<file path="config.mk">
export PLATFORM = sky130hd
export DESIGN_NAME = gray_rx_monitor
export DESIGN_NICKNAME = d
export VERILOG_FILES = /design/src/rtl/gray_rx_pkg.sv /design/src/rtl/gray_rx_monitor_gray_to_bin.sv /design/src/rtl/gray_rx_monitor.sv
export SDC_FILE = /design/constraint.sdc
export NUM_CORES = 1
export LEC_CHECK = 0
export ABC_CLOCK_PERIOD_IN_PS = 6470
export CORE_MARGIN = 3
export CORE_UTILIZATION = 61
export DETAILED_ROUTE_END_ITERATION = 8
export DONT_BUFFER_PORTS = 1
export GPL_ROUTABILITY_DRIVEN = 0
export HOLD_SLACK_MARGIN = 0.06
export PLACE_DENSITY = 0.77
export SLEW_MARGIN = 5
export SYNTH_ARGS = -nofsm -noshare
export SYNTH_HDL_FRONTEND = slang
export SYNTH_HIERARCHICAL = 1
export SYNTH_SLANG_ARGS = --single-unit
export TNS_END_PERCENT = 50
</file>
<file path="constraint.sdc">
create_clock -name clk -period 6.47 [get_ports clk]
set_clock_uncertainty 0.15 [all_clocks]
set_input_delay 0.647 -clock clk [delete_from_list [all_inputs] [get_ports clk]]
set_output_delay 0.647 -clock clk [all_outputs]
set_load 0.02 [all_outputs]
</file>
<file path="src/rtl/gray_rx_pkg.sv">
// Shared types and helpers for the Gray-code receive monitor.
// State encoding, count-direction codes and the Gray-to-binary bit helper.
package gray_rx_pkg;

    typedef enum logic [1:0] {
        UNLOCKED = 2'd0,
        RESYNC   = 2'd1,
        TRACK    = 2'd2
    } state_t;

    localparam logic [1:0] DIR_HOLD    = 2'b00;
    localparam logic [1:0] DIR_UP      = 2'b01;
    localparam logic [1:0] DIR_DOWN    = 2'b10;
    localparam logic [1:0] DIR_ILLEGAL = 2'b11;

    // Binary bit i is the XOR of all Gray bits from i up to the MSB.
    function automatic logic gray2bin_bit(
        input logic [31:0] g,
        input int          i
    );
        return ^(g >> i);
    endfunction

endpackage

</file>
<file path="src/rtl/gray_rx_monitor_gray_to_bin.sv">
// Combinational Gray-to-binary decoder used by gray_rx_monitor.
// Pure logic; registering is done by the instantiating block.
module gray_to_bin
    import gray_rx_pkg::*;
#(
    parameter int WIDTH = 4
) (
    input  logic [WIDTH-1:0] i_gray,
    output logic [WIDTH-1:0] o_bin
);

    always_comb begin
        o_bin = '0;
        for (int i = 0; i < WIDTH; i++) begin
            o_bin[i] = gray2bin_bit(32'(i_gray), i);
        end
    end

endmodule

</file>
<file path="src/rtl/gray_rx_monitor.sv">
// Gray stream receive monitor: decode, step legality, error count, lock.
// Optional input synchronizer enabled by defining GRAY_RX_SYNC_EN.
module gray_rx_monitor
    import gray_rx_pkg::*;
#(
    parameter int WIDTH     = 4,
    parameter int ERR_CNT_W = 8,
    parameter int LOCK_CNT  = 3
) (
    input  logic                 clk,
    input  logic                 rst_n,
    input  logic [WIDTH-1:0]     i_gray,
    input  logic                 i_valid,
    output logic [WIDTH-1:0]     o_bin,
    output logic                 o_bin_valid,
    output logic [1:0]           o_dir,
    output logic                 o_step_err,
    output logic [ERR_CNT_W-1:0] o_err_cnt,
    output logic                 o_locked
);

    localparam int GW = $clog2(LOCK_CNT + 1);

    logic [WIDTH-1:0] w_gray;
    logic             w_valid;
    logic [WIDTH-1:0] w_bin;
    logic [WIDTH-1:0] w_delta;
    logic [1:0]       w_step_dir;

    state_t               r_state;
    state_t               w_state_nxt;
    logic [WIDTH-1:0]     r_bin;
    logic [WIDTH-1:0]     w_bin_nxt;
    logic                 r_bin_valid;
    logic                 w_bin_valid_nxt;
    logic [1:0]           r_dir;
    logic [1:0]           w_dir_nxt;
    logic                 r_step_err;
    logic                 w_step_err_nxt;
    logic [ERR_CNT_W-1:0] r_err_cnt;
    logic [ERR_CNT_W-1:0] w_err_cnt_nxt;
    logic [ERR_CNT_W-1:0] w_err_inc;
    logic [GW-1:0]        r_good;
    logic [GW-1:0]        w_good_nxt;

`ifdef GRAY_RX_SYNC_EN
    logic [WIDTH-1:0] r_gray_s1;
    logic [WIDTH-1:0] r_gray_s2;
    logic             r_valid_s1;
    logic             r_valid_s2;

    always_ff @(posedge clk or posedge rst_n) begin
        if (rst_n) begin
            r_gray_s1  <= '0;
            r_gray_s2  <= '0;
            r_valid_s1 <= 1'b0;
            r_valid_s2 <= 1'b0;
        end else begin
            r_gray_s1  <= i_gray;
            r_gray_s2  <= r_gray_s1;
            r_valid_s1 <= i_valid;
            r_valid_s2 <= r_valid_s1;
        end
    end

    assign w_gray  = r_gray_s2;
    assign w_valid = r_valid_s2;
`else
    assign w_gray  = i_gray;
    assign w_valid = i_valid;
`endif

    gray_to_bin #(
        .WIDTH (WIDTH)
    ) u_dec (
        .i_gray (w_gray),
        .o_bin  (w_bin)
    );

    // The last accepted sample is always held in r_bin, so it doubles as prev.
    assign w_delta = w_bin - r_bin;

    always_comb begin
        w_step_dir = DIR_ILLEGAL;
        unique case (1'b1)
            (w_delta == '0):        w_step_dir = DIR_HOLD;
            (w_delta == WIDTH'(1)): w_step_dir = DIR_UP;
            (w_delta == '1):        w_step_dir = DIR_DOWN;
            default:                w_step_dir = DIR_ILLEGAL;
        endcase
    end

    assign w_err_inc = (r_err_cnt == '1) ? r_err_cnt
                                         : r_err_cnt + ERR_CNT_W'(1);

    always_comb begin
        w_state_nxt     = r_state;
        w_bin_nxt       = r_bin;
        w_bin_valid_nxt = 1'b0;
        w_dir_nxt       = r_dir;
        w_step_err_nxt  = 1'b0;
        w_err_cnt_nxt   = r_err_cnt;
        w_good_nxt      = r_good;
        if (w_valid) begin
            w_bin_nxt       = w_bin;
            w_bin_valid_nxt = 1'b1;
            w_dir_nxt       = w_step_dir;
            unique case (r_state)
                UNLOCKED: begin
                    w_dir_nxt   = DIR_HOLD;
                    w_good_nxt  = '0;
                    w_state_nxt = RESYNC;
                end
                RESYNC: begin
                    if (w_step_dir == DIR_ILLEGAL) begin
                        w_good_nxt     = '0;
                        w_step_err_nxt = 1'b1;
                        w_err_cnt_nxt  = w_err_inc;
                    end else if (w_step_dir != DIR_HOLD) begin
                        if (r_good == GW'(LOCK_CNT - 1)) begin
                            w_good_nxt  = '0;
                            w_state_nxt = TRACK;
                        end else begin
                            w_good_nxt = r_good + GW'(1);
                        end
                    end
                end
                TRACK: begin
                    if (w_step_dir == DIR_ILLEGAL) begin
                        w_good_nxt     = '0;
                        w_step_err_nxt = 1'b1;
                        w_err_cnt_nxt  = w_err_inc;
                        w_state_nxt    = RESYNC;
                    end
                end
                default: begin
                    w_good_nxt  = '0;
                    w_state_nxt = UNLOCKED;
                end
            endcase
        end
    end

    always_ff @(posedge clk or posedge rst_n) begin
        if (rst_n) begin
            r_state     <= UNLOCKED;
            r_bin       <= '0;
            r_bin_valid <= 1'b0;
            r_dir       <= DIR_HOLD;
            r_step_err  <= 1'b0;
            r_err_cnt   <= '0;
            r_good      <= '0;
        end else begin
            r_state     <= w_state_nxt;
            r_bin       <= w_bin_nxt;
            r_bin_valid <= w_bin_valid_nxt;
            r_dir       <= w_dir_nxt;
            r_step_err  <= w_step_err_nxt;
            r_err_cnt   <= w_err_cnt_nxt;
            r_good      <= w_good_nxt;
        end
    end

    assign o_bin       = r_bin;
    assign o_bin_valid = r_bin_valid;
    assign o_dir       = r_dir;
    assign o_step_err  = r_step_err;
    assign o_err_cnt   = r_err_cnt;
    assign o_locked    = (r_state == TRACK);

endmodule

</file>
* Yosys cells after proc, flatten, opt, wreduce, memory -nomap -nowiden *
Index checks and enable logic that the tools add are counted.

operators by class
  $add $sub $neg = 3
  equality and inequality tests = 12
  mux-type cells = 16
  bitwise logic cells = 1
  reductions and logical operators = 11

operators with widths
  kind                                                   count
  parity 32 bit                                          4
  2-to-1 mux 2 bit                                       9
  one-hot mux 2 bit (3 select lines)                     2
  adder 8 x 1 -> 8 bit, second input constant            1
  == test 8 bit, second input constant                   1
  == test 2 bit, second input constant                   3
  inequality test 2 bit, second input constant           3
  AND reduction 5 bit                                    1
  == test 4 x 1 -> 1 bit, second input constant          1
  == test 4 bit, second input constant                   1
  zero test 4 bit                                        1
  2-to-1 mux 1 bit                                       4
  one-hot mux 2 bit (2 select lines)                     1
  AND reduction 4 bit                                    1
  subtractor 4 bit                                       1
  inequality test 3 bit, second input constant           1
  AND reduction 3 bit                                    1
  adder 2 x 1 -> 2 bit, second input constant            1
  == test 2 x 1 -> 1 bit, second input constant          1
  zero test 2 bit                                        1
  inequality test 2 x 1 -> 1 bit, second input constant  1
  nonzero test 2 bit                                     1
  OR reduction 2 bit                                     1
  inverter 1 bit                                         1

storage, ports and cells
  bits in registers = 20
  input bits = 7
  logic and storage cells = 50

* Logic depth before layout (Yosys ltp) *
Gate-level depths: netlist (run 1).

  word-level depth = 8
  mapped depth = 13
  gate-level depth less buffers = 12

* Hierarchy *
Netlist (run 1), hierarchy kept.

by module, submodules not included
  module           times used  cells each  area each (µm²)  sequential area each (µm²)
  gray_rx_monitor  1           104         1137.3           500.5
  gray_to_bin      1           5           50.0             0.0

* Worst setup path before layout (run 1) *
No wires, ideal clock.

  path type = input port to flip-flop
  start point = input port i_gray[3]
  end point = register r_err_cnt[6], in the netlist o_err_cnt[6]
  arrival = 2.882 ns
  data required time = 6.195 ns
  slack = 3.313 ns
  cell stages on the path = 13
  buffers on the path = 1
  cells stage by stage = xor2_2 > xnor2_1 > inv_1 > ha_1 > inv_1 > fa_1 > xor2_1 > nand3_1 > or3_4 > and4_4 > buf_6 > nand4_2 > mux2_4

on the way
  longest elaborated chain between the ends = 6
  elaborated cells on any way between the ends = 11

ends and longest elaborated chain
  element                                 line                                            text
  from (decl)                             gray_rx_monitor.sv:12                           input logic [WIDTH-1:0] i_gray,
  parity 32 bit (*)                       gray_rx_pkg.sv:21                               return ^(g >> i);
  via w_bin[0]                            gray_rx_monitor.sv:26                           logic [WIDTH-1:0] w_bin;
  subtractor 4 bit (*)                    gray_rx_monitor.sv:81                           assign w_delta = w_bin - r_bin;
  == test 4 bit (tied with other cells)   gray_rx_monitor.sv:88                           (w_delta == '1): w_step_dir = DIR_DOWN;
  one-hot mux 2 bit (3 select lines) (*)  gray_rx_monitor.sv:85                           unique case (1'b1)
  == test 2 bit (*)                       gray_rx_monitor.sv:115, gray_rx_monitor.sv:129
  AND reduction 4 bit (no line) (*)       -
  to (signal assigned)                    gray_rx_monitor.sv:159                          r_err_cnt <= w_err_cnt_nxt;
  to (decl)                               gray_rx_monitor.sv:40                           logic [ERR_CNT_W-1:0] r_err_cnt;

The timed path passes the listed nets; every way through them passes the cells marked *.
A chain may end at the register's enable or synchronous reset.

* Final worst setup path (run 1) *
  start point = input port i_gray[3]
  end point = register r_err_cnt[2], in the netlist o_err_cnt[2]

Same word-level chain as after synthesis.

==> results of run 1 <==
[logic make-up (layout without fill, tap and decap cells)]
group                      Yosys count  after routing
xor gates and xnor gates            11             11
adders and majority gates            9              9
muxes                                8              8
buffers and inverters               14             15
DFF                                 20             20
and+or+nand+nor                     31             31
AOI/OAI and AO/OA                   16             16
[through the flow]
stage,std cells,setup slack [ps]
finish,135,3510
global route,135,3300
global placement,131,3300
CTS,135,3490
floorplan,109,3310
detailed placement,131,3200
[cell type report]
class / count / area (um^2)
multi-input cells: 75 / 623
fillers: 137 / 534
flip-flops and latches: 20 / 500
inverters: 11 / 41.3
well taps: 25 / 31.3
clock inverters: 1 / 30.0
clock buffers: 3 / 22.5
[cell usage in the layout (no fill, tap or decap), types with 2 or more instances in the layout]
| cell type | Yosys | routed |
|---|---|---|
| a21oi_1 | 4 | 4 |
| and3_1 | 3 | 3 |
| clkbuf_4 | 0 | 3 |
| dfrtp_1 | 20 | 20 |
| ha_1 | 8 | 8 |
| inv_1 | 11 | 11 |
| mux2_1 | 3 | 3 |
| mux2_2 | 3 | 3 |
| nand2_1 | 7 | 7 |
| nand2b_1 | 2 | 2 |
| nand3_1 | 5 | 5 |
| nand4_1 | 2 | 2 |
| o21ai_0 | 5 | 5 |
| xnor2_1 | 7 | 7 |
| xor2_1 | 3 | 3 |
[sequential cells by signal, indices dropped and copies added, names as in the netlist]
signal and cells:
o_err_cnt 8, o_dir 2, o_bin 4, o_bin_valid 1, r_state 2, r_good 2
o_step_err 1
[report_power, final]
group          switching (mW)  internal [mW]
registers              0.0733          0.160
logic                  0.0826         0.0708
clock network          0.0384         0.0625
[routing by layer]
metal | GRT usage | wire length [um] | vias to the layer above
li1 | - | - | 387
met1 | 0.203 | 863 | 376
met2 | 0.317 | 961 | 15
met3 | 0.0332 | 77 | 2
met4 | 0.0415 | 14 | 0
met5 | 0 | 0 | -
[worst max-delay path by stage]
stage,startpoint,to,cells after the start
after floorplan,i_gray[3],o_err_cnt[6]$_DFFE_PP0P_,13
after global placement,i_gray[3],o_err_cnt[6]$_DFFE_PP0P_,12
after detailed placement,i_gray[3],o_err_cnt[2]$_DFFE_PP0P_,12
after CTS,i_gray[3],o_err_cnt[2]$_DFFE_PP0P_,12
after global routing,i_gray[3],r_state[1]$_DFFE_PP0P_,12
final,i_gray[3],o_err_cnt[2]$_DFFE_PP0P_,12
==> out/results.txt, run 1 <==
The run finished with clean final reports. The total track usage came out at 0.173. The cell area after technology mapping is 1190 um^2, and the number of levels in the clock H-tree is 1. The worst path needs 2960 ps of the cycle, external delays included. The post-synthesis async set-or-reset flop share works out to 1.00. The power density over cell area is 390 nW/um^2. No sink is reached through more buffers than the 2 on the longest clock path.

In this run the critical register-to-register path is captured at o_err_cnt[2]$_DFFE_PP0P_. The worst-case IR drop observed on VDD is 0.000267 V. The cell that appears most often on the critical path is inv_1. The number of flops mapped to enable cells by yosys was 0. In this run, post-CTS hold repair placed 0 buffers. The class of the most critical hold timing path is in2async. The average instance in the mapped netlist occupies 10.9 um^2. Counting both buffers and inverters, the worst setup path holds a total of 2.

Across all register-to-register paths, the minimum setup slack is 3730 ps. The slowest cell on the critical path is fa_1. The multiplexer share of the synthesized area came out at 0.0780.

After synthesis, the largest family of logic cells by area is simple AND/OR/NAND/NOR gates. The logs give 0.488 mW for the overall power and 3000 ps for the data arrival time of the critical path. The tools report the cell area after placement as 1200 um^2. Number of buffer cells added on primary ports: 0. STA puts the critical path data required time at 6500 ps. The worst max-slew margin expressed relative to the limit was 0.515; the length of the first detailed-routing pass in iterations was 4. The post-synthesis simple-gate area fraction is 0.165, and the final period utilization is 0.458.

Synthesis handed over a netlist of 109 instances. The clock tree root buffer cell was clkbuf_4. The logs give 780 for the via count and 0 ps for the final-layout setup total negative slack. In this run the remaining antenna-violating nets after routing total 0. In this run the static leakage power is 0.581 nW. Parity-gate share of the synthesized area counting xor and xnor cells: 0.0875. Setup violations remaining at the end of the flow were counted as 0. For this block, the initial DRC count from the detailed router was 7. The final wirelength was 1920 um.

The die height was 50.1 um. The type of the worst setup path is in2reg. The signal on the critical path passes through xor2_2 -> xnor2_1 -> inv_1 -> ha_1 -> inv_1 -> fa_1 -> xor2_1 -> nand3_1 -> or3_4 -> and4_4 -> nand2_1 -> mux2_1. The die footprint is 2510 um^2, and the transition time at the pin with the least slew margin is 727 ps. Starting density of the core: 0.666. The total of max-cap violations is 0, and the worst-case hold slack is 195 ps. Yosys attributes the largest share of cell area to dfrtp_1, ha_1, xnor2_1, inv_1, mux2_1.

In this run the standard cell core region covers 1780 um^2. Maximum number of pins on one net before global-route repair: 21. The most common cell in the synthesized netlist is dfrtp_1. Synthesis produced a netlist with a net count of 125.

For the total clock sinks, the log shows 20. In this design, the largest share of critical-path delay is due to simple AND/OR/NAND/NOR gates. For this run, the number of Yosys warnings is 6. The run gives 0 as the total count of max-transition violations in the final report. The number of rows created at floorplan was 15; the share of Yosys cell area claimed by the top area cell type was 0.421. The fraction of the yosys area taken by sequential cells was 0.421.

The run gives 24 as the I/O pin total. Setup repair after global routing left no endpoint under its margin. TritonCTS built the clock tree. For the final standard cell utilization of the core, the log shows 0.700. Derived from the worst setup path, the maximum achievable clock frequency is 338 MHz. In the routed layout, each cell is associated on average with a via count of 5.78. In the routed design, unresolved DRC markers number 0. The initial antenna violation count is 0. After clock tree synthesis, the clock-pin slew on the worst setup and hold paths is 120 ps.

The cell accounting for the most synthesized area was dfrtp_1. Clock tree synthesis inserted a total of 3 buffers. The final layout contains 127 nets. The worst register-to-register path begins at o_bin[0]$_DFFE_PP0P_. The repair_antennas step left the layout with diodes totalling 0.

STA classifies the critical path endpoint as a register. The number of cell instances on the worst register-to-register path was 9; the number of different library cells in the post-synthesis netlist was 40. Ranked by instance count, the synthesized netlist is headed by dfrtp_1, inv_1, ha_1, nand2_1, xnor2_1.

Prevailing post-synth register cell: dfrtp_1. The synthesized design contains 20 register bits. The mean routed wirelength per cell is 14.2 um, and the post-route cell area is 1250 um^2. Summed over all layers, the global routing overflow is 0. Hold violation total from the final report: 0. The area share of fa/ha/maj cells after synthesis is 0.101, and the area fraction in compound gates after synthesis is 0.0927.

The clock reaches the later pin of the worst-skew pair after 300 ps. The share of final-layout standard cells stronger than drive strength 1 is 0.155, and the maximum cell stage delay along the critical path is 380 ps. Detailed placement finished with a half-perimeter wire length of 1460 um. The worst setup path is launched from an input pin. The die is 50.1 um wide. The post-CTS repair timing setup buffer count was 0. The critical-path maximum fanout is 8. The number of gates resized after CTS was 0. The area growth from synthesis to layout is 5.16%. For the number of global-route vias before repair, the log shows 807.

The run gives 3450 um as the wire length of the first global-routing pass.
Power figures use the tool's default switching activity.
==> run 2: changes to the inputs <==
Settings changed: ABC_AREA from default to 1, ABC_CLOCK_PERIOD_IN_PS 6470 to 2500, CORE_UTILIZATION 61 to 56, PLACE_DENSITY 0.77 to 0.74.
Clock period 6.47 ns to 2.5 ns, I/O delays scaled along.
==> run 2 against run 1 <==
  * Worst setup slack got worse by 3300 ps
  * Critical path depth stayed put
  * Routed wire length grew 31%
  * Critical endpoint is now r_state[1]$_DFFE_PP0P_
==> out/results.txt, run 2 <==
Final wirelength: 2520 um (+31%). The power density over cell area was 936 nW/um^2 (+140%). The total count of max-transition violations in the final report is 0 (unchanged). The tools report the total inserted antenna cells as 0 (unchanged).

Overall power: 1.32 mW (+170%). The critical-path maximum fanout was 5 (-3). The tools report the die footprint as 2950 um^2 (+18%). The count of state elements after synthesis works out to 20 (unchanged). For the maximum number of pins on one net before global-route repair, the log shows 21 (unchanged). The net switching power of the design came out at 0.570 mW (+190%). The worst setup path is of the reg2reg kind.

The register share of total power is 0.441 (-0.037). Area of the multi-input gates: 707 um^2 (+13%). The tools report the overflow left after global routing as 0 (unchanged). The maximum cell stage delay along the critical path works out to 530 ps (+150 ps). Die height: 54.3 um (+8.4%). Prevailing post-synth register cell: dfrtp_1. The total track usage was 0.198 (+0.0245). The number of buffer cells added on primary ports was 0 (unchanged). Static timing analysis puts the maximum clock frequency at 431 MHz. The number of flops mapped to enable cells by yosys came out at 0 (unchanged). The cell accounting for the most synthesized area is dfrtp_1. The I/O pin total came out at 24 (unchanged). The logs give 2390 ps (-610 ps) for the data arrival time of the critical path and 0 (unchanged) for the total of max-cap violations.

The cell repeated most along the worst path is nand2_1. The number of flip-flops in the largest register is 8 (unchanged), and the post-CTS repair timing setup buffer count is 0 (unchanged). The cell depth of the worst min-delay path came out at 4.

STA classifies the critical path endpoint as a register. The logic depth of the worst setup path including buffers was 12 (unchanged). The mean routed wirelength per cell works out to 12.8 um (-10%).

The combinational share of power was 0.354 (+0.040); the worst max-slew margin expressed relative to the limit was 0.483 (-0.0315). In the layout the commonest cells are nand2_1, inv_1, dfrtp_1, nand3_1, ha_1. The count of synthesis-stage warnings from yosys is 6 (unchanged), and the number of fill cells in the layout is 173 (+26%).

The run gives 2 (unchanged) as the number of buffers on the longest clock path. The initial detailed-routing violation count was 17 (+10); the number of cell instances on the worst register-to-register path was 12 (+3). The clock-pin slew of the registers on the worst-case setup and hold paths was 120 ps (about the same); the fraction of the yosys area taken by sequential cells was 0.382 (-0.0391). The logs give 181 (+45%) for the post-synth net total and 4 (unchanged) for the length of the first detailed-routing pass in iterations. The gate count after technology mapping came out at 165 (+51%).

The number of levels in the clock H-tree was 1 (unchanged); the post-synthesis average cell area was 7.93 um^2 (-27%). The logs give 20 (unchanged) for the total clock sinks and 0 (unchanged) for the post-route DRC violation count. The final period utilization was 0.927. The starting density of the core was 0.629 (-0.0374). The tools report the required time at the worst-slack endpoint as 2570 ps (-3930 ps). The number of global-route vias before repair is 1,005 (+25%), and the hold violation total from the final report is 0 (unchanged). The net switching share of the total power was 0.432 (+0.0332); the total of endpoints with negative setup slack in the final report was 0 (unchanged).

The final-layout setup total negative slack was 0 ps (unchanged). The number of routed nets with antenna violations came out at 0 (unchanged). The smallest clock period supported by the final layout is computed as 2320 ps.

Wire length of the first global-routing pass: 4130 um (+20%). TritonCTS built the clock tree. The initial antenna violation count is 0 (unchanged). The width of the die works out to 54.3 um (+8.4%).

The logs give 187 (+47%) for the number of nets in the layout and 1860 um (+28%) for the half-perimeter wire length after detailed placement. The tools report the worst-skew pair later-pin latency as 310 ps (about the same). Most frequent cell after synthesis: nand2_1. Setup repair after global routing left no endpoint under its margin.

On the critical path, the stage with the largest delay is an instance of fa_1. The leading cell type in the layout, fill and taps excluded is nand2_1. The detail-routed via count per cell was 5.15 (-11%); the layout-stage area growth over the synthesis result was 7.84%. The tools report the category of the worst setup path launch point as a register. The share of final-layout standard cells stronger than drive strength 1 is 0.118 (-0.0369). The worst-case hold slack was 65.9 ps (-129 ps).

The CTS buffer count was 3 (unchanged); the sequential cell area was 502 um^2 (+0.25%). The tightest min-delay check is of the in2reg type. Share of Yosys cell area claimed by the top area cell type: 0.382 (-0.0391). The number of different library cells in the post-synthesis netlist was 27 (-33%). By count the netlist is led by nand2_1, dfrtp_1, inv_1, nand3_1, ha_1. The transition time at the pin with the least slew margin is 774 ps (+47.1 ps), and the via count is 1,015 (+30%). The number of rows created at floorplan came out at 16 (+1). By area the synthesized netlist is led by dfrtp_1, nand2_1, ha_1, inv_1, nand3_1. Post-synthesis async set-or-reset flop share: 1.00 (unchanged). The clock tree root buffer cell is clkbuf_4.

For the maximum vdd ir drop, the log shows 0.000546 V (+100%). The flow ran to the end, and the final reports show no timing, DRC or antenna violations. Traced cell by cell, the critical path runs through ha_1 -> inv_1 -> fa_1 -> nand2_1 -> a21oi_1 -> nand3_2 -> nand2_4 -> nand2_1 -> nand2_1 -> nand3_1 -> nand2_1 -> nand2_1. The family of cells with the greatest summed delay on the critical path is simple AND/OR/NAND/NOR gates. The logs give 2080 um^2 (+17%) for the area of the core region and 0.738 nW (+27%) for the leakage component of the power.

The tools report the internal power as 0.751 mW (+160%). The buffer and inverter count on the worst path was 1 (-1); the part of the total power dissipated in the clock network was 0.205 (-0.002). The cell area after technology mapping came out at 1310 um^2 (+10%).
## run 2: cell count changes in the layout (fill, tap and decap cells not counted), sizes merged, moves of 4 or more
cell and delta:
nor2 +6, inv +10, nand3 +7, nand2 +56, and3 -4, mux2 -7
## run 2: worst paths after layout
| kind | startpoint | end | slack (ps) |
|---|---|---|---|
| max | o_bin[0]$_DFFE_PP0P_ | r_state[1]$_DFFE_PP0P_ | 180 |
| min | i_valid | r_state[0]$_DFFE_PP0P_ | 70 |
| max reg2reg | o_bin[0]$_DFFE_PP0P_ | r_state[1]$_DFFE_PP0P_ | 180 |
| min reg2reg | r_good[1]$_DFFE_PP0P_ | r_good[1]$_DFFE_PP0P_ | 390 |
| max in group asynchronous | rst_n | o_bin[0]$_DFFE_PP0P_ | 1310 |
| min in group asynchronous | rst_n | r_state[1]$_DFFE_PP0P_ | 350 |
## run 2: worst min-delay path: stages
cell	delay, ps
nand2_1	50
inv_1	70
nand4_1	90
nand2_1	50
## run 2: final cells by class
type | instances | area share
inverter | 21 | 0.0559
multi-input combinational | 121 | 0.501
sequential | 20 | 0.355
clock buffer | 3 | 0.0160
clock inverter | 1 | 0.0213
tap | 27 | 0.0239
timing repair buffer | 4 | 0.0266
## run 2: timing repair
item / in CTS / in global routing
resized for setup: 0 / 1
hold endpoints to repair: 27 / 0
endpoints found under the setup margin: 0 / 2
hold buffers: 3 / 0
## run 2: cell families after synthesis
logic type / synth area share
buf+inv: 0.0774
simple gates: 0.329
fa+ha+maj: 0.0918
xor+xnor: 0.0535
compound gates: 0.0660
flops: 0.382
## run 2: per-layer routing
| layer | GRT usage | vias to the layer above | wire length [um] |
|---|---|---|---|
| met2 | 0.359 | 21 | 1210 |
| met5 | 0 | - | 0 |
| li1 | - | 527 | - |
| met1 | 0.213 | 462 | 1130 |
| met3 | 0.0436 | 5 | 133 |
| met4 | 0.0996 | 0 | 46 |
## run 2: power by group through the flow
stage,logic (mW),registers (mW),clock network [mW]
2_1_floorplan,0.406,0.569,0
3_3_place_gp,0.446,0.586,0
3_5_place_dp,0.462,0.590,0
4_1_cts,0.474,0.585,0.275
5_1_grt,0.528,0.601,0.294
6_report,0.467,0.583,0.271
## run 2: stage by stage
| stage | setup WS [ps] | util | area [um^2] | std cells |
|---|---|---|---|---|
| 2_1_floorplan | 250 | - | 1310 | 165 |
| 3_3_place_gp | 101 | 0.638 | 1330 | 190 |
| 3_5_place_dp | -13.1 | 0.638 | 1330 | 190 |
| 4_1_cts | 101 | 0.677 | 1410 | 197 |
| 5_1_grt | 34.7 | 0.678 | 1410 | 197 |
| 6_report | 182 | 0.678 | 1410 | 197 |
